`src/rtl/mem_ctrl.sv`:
```
`default_nettype none
// ============================================================================
// mem_ctrl : byte-serial memory responder for fetch and load/store ports
// Rev 1.0
// ============================================================================
module mem_ctrl #(
  parameter int unsigned ADDR_W = 32,
  parameter logic [1:0]  IO_HI  = 2'b11
) (
  input  logic              clk,
  input  logic              rst,
  input  logic              rdy,
  input  logic              enable_from_if,
  input  logic [ADDR_W-1:0] addr_from_if,
  output logic              ok_to_if,
  output logic [31:0]       ins_to_if,
  input  logic              enable_from_lsb,
  input  logic              wr_from_lsb,
  input  logic [ADDR_W-1:0] addr_from_lsb,
  input  logic [2:0]        size_from_lsb,
  input  logic [31:0]       data_from_lsb,
  output logic              ok_to_lsb,
  output logic [31:0]       data_to_lsb,
  input  logic [7:0]        mem_din,
  output logic [7:0]        mem_dout,
  output logic [ADDR_W-1:0] mem_a,
  output logic              mem_wr,
  input  logic              io_buffer_full
);

  typedef enum logic [1:0] {
    IDLE  = 2'd0,
    READ  = 2'd1,
    WRITE = 2'd2,
    DONE  = 2'd3
  } state_t;

  state_t              state_q, state_d;
  logic [2:0]          cnt_q, cnt_d;
  logic [2:0]          size_q, size_d;
  logic [ADDR_W-1:0]   addr_q, addr_d;
  logic [31:0]         wdata_q, wdata_d;
  logic [31:0]         buf_q, buf_d;
  logic                src_lsb_q, src_lsb_d;
  logic [ADDR_W-1:0]   mem_a_q, mem_a_d;
  logic [7:0]          mem_dout_q, mem_dout_d;
  logic                mem_wr_q, mem_wr_d;
  logic                ok_if_q, ok_if_d;
  logic                ok_lsb_q, ok_lsb_d;
  logic [31:0]         ins_q, ins_d;
  logic [31:0]         ldata_q, ldata_d;
  logic                rdy_q;
  logic [7:0]          din_hold_q;

  logic                io_stall;
  logic [7:0]          din;
  logic [1:0]          rd_idx;

  assign io_stall = (addr_q[17:16] == IO_HI) && io_buffer_full;
  // After a freeze mem_a has not moved, so the byte for the previous address
  // is the one captured on the first frozen cycle.
  assign din      = rdy_q ? mem_din : din_hold_q;
  assign rd_idx   = 2'(cnt_q - 3'd2);

  always_comb begin
    state_d    = state_q;
    cnt_d      = cnt_q;
    size_d     = size_q;
    addr_d     = addr_q;
    wdata_d    = wdata_q;
    buf_d      = buf_q;
    src_lsb_d  = src_lsb_q;
    mem_a_d    = mem_a_q;
    mem_dout_d = mem_dout_q;
    mem_wr_d   = mem_wr_q;
    ok_if_d    = 1'b0;
    ok_lsb_d   = 1'b0;
    ins_d      = ins_q;
    ldata_d    = ldata_q;
    case (state_q)
      IDLE: begin
        if (enable_from_lsb) begin
          addr_d    = addr_from_lsb;
          size_d    = size_from_lsb;
          wdata_d   = data_from_lsb;
          src_lsb_d = 1'b1;
          cnt_d     = 3'd1;
          buf_d     = '0;
          mem_a_d   = addr_from_lsb;
          if (wr_from_lsb) begin
            state_d    = WRITE;
            mem_wr_d   = 1'b1;
            mem_dout_d = data_from_lsb[7:0];
          end else begin
            state_d = READ;
          end
        end else if (enable_from_if) begin
          addr_d    = addr_from_if;
          size_d    = 3'd4;
          src_lsb_d = 1'b0;
          cnt_d     = 3'd1;
          buf_d     = '0;
          mem_a_d   = addr_from_if;
          state_d   = READ;
        end
      end
      READ: begin
        cnt_d   = 3'(cnt_q + 3'd1);
        mem_a_d = (cnt_q < size_q) ? addr_q + ADDR_W'(cnt_q) : '0;
        if (cnt_q >= 3'd2)
          buf_d[{rd_idx, 3'b000} +: 8] = din;
        if (cnt_q == 3'(size_q + 3'd1)) begin
          state_d = DONE;
          if (src_lsb_q) begin
            ok_lsb_d = 1'b1;
            ldata_d  = buf_d;
          end else begin
            ok_if_d = 1'b1;
            ins_d   = buf_d;
          end
        end
      end
      WRITE: begin
        if (!io_stall) begin
          if (cnt_q < size_q) begin
            mem_a_d    = addr_q + ADDR_W'(cnt_q);
            mem_dout_d = wdata_q[{cnt_q[1:0], 3'b000} +: 8];
            cnt_d      = 3'(cnt_q + 3'd1);
          end else begin
            mem_wr_d   = 1'b0;
            mem_a_d    = '0;
            mem_dout_d = '0;
            ok_lsb_d   = 1'b1;
            state_d    = DONE;
          end
        end
      end
      default: begin
        state_d    = IDLE;
        cnt_d      = '0;
        mem_a_d    = '0;
        mem_wr_d   = 1'b0;
        mem_dout_d = '0;
      end
    endcase
  end

  always_ff @(posedge clk) begin
    if (rst) begin
      state_q    <= IDLE;
      cnt_q      <= '0;
      size_q     <= '0;
      addr_q     <= '0;
      wdata_q    <= '0;
      buf_q      <= '0;
      src_lsb_q  <= 1'b0;
      mem_a_q    <= '0;
      mem_dout_q <= '0;
      mem_wr_q   <= 1'b0;
      ok_if_q    <= 1'b0;
      ok_lsb_q   <= 1'b0;
      ins_q      <= '0;
      ldata_q    <= '0;
      rdy_q      <= 1'b1;
      din_hold_q <= '0;
    end else begin
      rdy_q <= rdy;
      if (!rdy && rdy_q)
        din_hold_q <= mem_din;
      if (rdy) begin
        state_q    <= state_d;
        cnt_q      <= cnt_d;
        size_q     <= size_d;
        addr_q     <= addr_d;
        wdata_q    <= wdata_d;
        buf_q      <= buf_d;
        src_lsb_q  <= src_lsb_d;
        mem_a_q    <= mem_a_d;
        mem_dout_q <= mem_dout_d;
        mem_wr_q   <= mem_wr_d;
        ok_if_q    <= ok_if_d;
        ok_lsb_q   <= ok_lsb_d;
        ins_q      <= ins_d;
        ldata_q    <= ldata_d;
      end
    end
  end

  assign mem_wr      = mem_wr_q && rdy && !((state_q == WRITE) && io_stall);
  assign mem_a       = mem_a_q;
  assign mem_dout    = mem_dout_q;
  assign ok_to_if    = ok_if_q;
  assign ok_to_lsb   = ok_lsb_q;
  assign ins_to_if   = ins_q;
  assign data_to_lsb = ldata_q;

endmodule
`default_nettype wire

```
`config.mk`:
```
export PLATFORM = sky130hd
export DESIGN_NAME = mem_ctrl
export DESIGN_NICKNAME = d
export VERILOG_FILES = /design/src/rtl/mem_ctrl.sv
export SDC_FILE = /design/constraint.sdc
export NUM_CORES = 1
export LEC_CHECK = 0
export CORE_UTILIZATION = 44
export CTS_CLUSTER_DIAMETER = 120
export DETAILED_ROUTE_END_ITERATION = 7
export PLACE_DENSITY = 0.79
export RECOVER_POWER = 50
export SLEW_MARGIN = 20
export SYNTH_ARGS = -nofsm -noshare
export SYNTH_HDL_FRONTEND = slang
export SYNTH_SLANG_ARGS = --single-unit
```
`constraint.sdc`:
```
create_clock -name clk -period 4.4 [get_ports clk]
set_clock_uncertainty 0.1 [all_clocks]
set_input_delay 0.44 -clock clk [delete_from_list [all_inputs] [get_ports clk]]
set_output_delay 0.44 -clock clk [all_outputs]
set_load 0.1 [all_outputs]
```
==> impl_results.md <==
* Final setup TNS at 0 ns
* Syn Inst Count at 1153
* Area growth syn-to-layout at 29.9%
* DRC at 0
* Worst Path Max Fanout at 109
* Status: finished, violations left
* Max Clk Rate at 0.282 GHz
* Setup Buffers After CTS at 0
* Failing checks: capacitance limit, slew limit
* CP max-delay cell: clkbuf_2
* Final Hold Viols at 0
* DR iter-0 viols at 740
* RSZ-0062 raised after global routing: no
* Pwr per Cell Area at 438 nW/um2
* Total number of vias at 9280
* CP startpoint kind: input pin
* H-Tree Depth at 1
* Num ports at 221
* Crit path time final at 3.55 ns
* GR Overflow Total at 0
* Maxcap violations at 2
* Vias in the first global route at 8816
* Routed WL at 28600 um
* Final Cycle Share at 0.807
* FP Rows at 55
* Final Max Tran Viols at 143
* Top cells by area, synth: dfxtp_1 (43%), nor2_1 (6.9%), a211oi_1 (5.7%)
* Die Width at 154 um
* FFs w/ async S/R, synth at 0
* Largest net degree at the start of global routing at 110
* Synth Area per Inst at 8.85 um2
* Cts repair resizes at 0
* First-pass GRT wire length at 45800 um
* Post-Syn Nets at 1285
* Die height at 154 um
* Clock transition at the registers of the reported paths at 0.06 ns
* Initial core utilization at 0.449
* Clk buf depth at 3
* I/O Buffers at 220
* Die area at 23800 um2
* Pre-CTS setup slack at 1.09 ns
* WL/cell at 17.7 um
* Worst-margin pin slew at 2.31 ns
* DRT Pass-1 Iters at 6
* Skew-Pair Late Insertion Delay at 0.51 ns
* GPL Wtd Cong at 0.843
* Worst EP required at 4.69 ns
* Post-synth top flop: dfxtp_1
* WS Path Type: in2reg
* Antenna violations before repair at 1
* Max VDD drop at 265 uV
* Via density at 5.74
* Synth warnings at 0
* DP HPWL at 19600 um
* FF+latch count, synth at 221
* Endpoint class of the critical path: flop
* CTS Sinks at 221
* Antenna Violating Nets Remaining at 0
* CTS buffer count at 24
* Cts hold-fix bufs at 0
* Cell Chain, Critical Path: clkbuf_2 > inv_1 > and3_1 > a221o_1
* Dominant cell type by area after synthesis: dfxtp_1
* Clk root buf: clkbuf_16
* Slew margin rel. at -0.542
* Netlist cell types at 70
* Post-synth EDFFs at 0
* Worst setup margin at 0.851 ns
* Cell Area, Synth at 10200 um2
* Final net count at 1449
* Lkg Pwr at 4.89 nW
* Share of cells above drive strength 1 at 0.0736
* Hold crit path type: reg2reg
* Synth top area share at 0.434
* CP max stage delay at 1.57 ns
* Setup Viol. Count Final at 0
* CTS tree: built
* Fillers at 1965
* Core area at 22700 um2
* CP arrival at 3.84 ns
* Seq/Total Area, Yosys at 0.434
* Total track usage at 0.235
flip-flops by register name, indices dropped and copies added, names as in the netlist:
signal       cells
ok_to_lsb        1
mem_a           32
data_to_lsb     32
rdy_q            1
mem_wr_q         1
buf_q           32
ins_to_if       32
din_hold_q       8
cnt_q            3
ok_to_if         1
wdata_q         32
addr_q          32
src_lsb_q        1
state_q          2
size_q           3
mem_dout         8
synth_stat cells, drive strengths merged, types with 5 or more instances:
cell	instances
a32oi	8
a21oi	61
a21boi	8
a22oi	28
nor4	12
nand2	110
and2	13
clkbuf	71
o22ai	5
nand4	10
o221ai	8
o21ai	33
xnor2	13
mux2	8
a2bb2oi	33
mux2i	45
nand3	18
ha	17
mux4	8
o31a	9
inv	15
nor3	9
nor2	188
buf	24
nand3b	18
a211oi	97
or3	6
dfxtp	221
and3	10
critical path, delay by kind of cell:
kind | cells | cell delay (ns)
buf+inv | 2 | 2.60
simple gates | 1 | 0.45
compound gates | 1 | 0.26
cell families after synthesis:
family                   count (synthesis)  synth area share
buffers and inverters                  110            0.0450
adder cells (fa/ha/maj)                 18            0.0228
XOR/XNOR                                17            0.0161
flip-flops                             221             0.434
AND/OR/NAND/NOR                        412             0.185
multiplexers                            61            0.0706
AO/OA/AOI/OAI                          314             0.227
cells in the final DEF (no fill, tap or decap), types with 17 or more instances in the layout:
| master | instances |
|---|---|
| mux2i_1 | 45 |
| a2bb2oi_1 | 33 |
| nand3_1 | 18 |
| a22oi_1 | 28 |
| nor2_1 | 187 |
| nand3b_1 | 18 |
| a211oi_2 | 20 |
| dfxtp_1 | 221 |
| a211oi_1 | 77 |
| clkdlybuf4s50_1 | 134 |
| o21ai_0 | 33 |
| clkbuf_16 | 25 |
| dlygate4sd3_1 | 83 |
| a21oi_1 | 61 |
| ha_1 | 17 |
| nand2_1 | 109 |
report_power, final:
part | internal [W] | switching [W]
Combinational | 0.000470 | 0.000984
Sequential | 0.00215 | 0.000140
Clock | 0.00126 | 0.000800
Total | 0.00388 | 0.00192
layout make-up:
class / count / area [um2] / share of cell area
Antenna cell: 2 / 5.00 / 0.000378
Clock buffer: 33 / 686 / 0.0517
Clock inverter: 7 / 114 / 0.00859
Inverter: 15 / 56.3 / 0.00425
Multi-Input combinational cell: 822 / 5330 / 0.402
Sequential cell: 221 / 4420 / 0.334
Tap cell: 285 / 357 / 0.0269
Timing Repair Buffer: 233 / 2280 / 0.172
path summary, 6_finish.rpt:
| check | cells past startpoint | startpoint | slack [ns] | endpoint |
|---|---|---|---|---|
| max | 4 | rst | 0.85 | mem_a[11]$_SDFFE_PP0P_ |
| min | 2 | wdata_q[8]$_SDFFE_PP0P_ | 0.36 | wdata_q[8]$_SDFFE_PP0P_ |
| max reg2reg | 9 | cnt_q[0]$_SDFFE_PP0P_ | 0.97 | mem_a[30]$_SDFFE_PP0P_ |
| min reg2reg | 2 | wdata_q[8]$_SDFFE_PP0P_ | 0.36 | wdata_q[8]$_SDFFE_PP0P_ |
stage by stage:
stage / cells / area (um2) / power [W] / hold WS, ns / util
after detailed placement: 1576 / 12500 / 0.00378 / 0.347 / 0.549
after global placement: 1576 / 12500 / 0.00376 / 0.340 / 0.549
final: 1618 / 13300 / 0.00580 / 0.355 / 0.584
after floorplan: 1153 / 10200 / 0.00336 / 0.333 / -
after CTS: 1616 / 13300 / 0.00582 / 0.355 / 0.584
after global routing: 1617 / 13300 / 0.00604 / 0.375 / 0.584
metal layers:
layer,wire (um),global-route usage,vias to the layer above
met2,13700,0.406,363
met1,12400,0.304,4354
li1,-,-,4512
met5,0,0,-
met3,1850,0.0347,51
met4,634,0.0655,0
(Power assumes the default switching activity.)
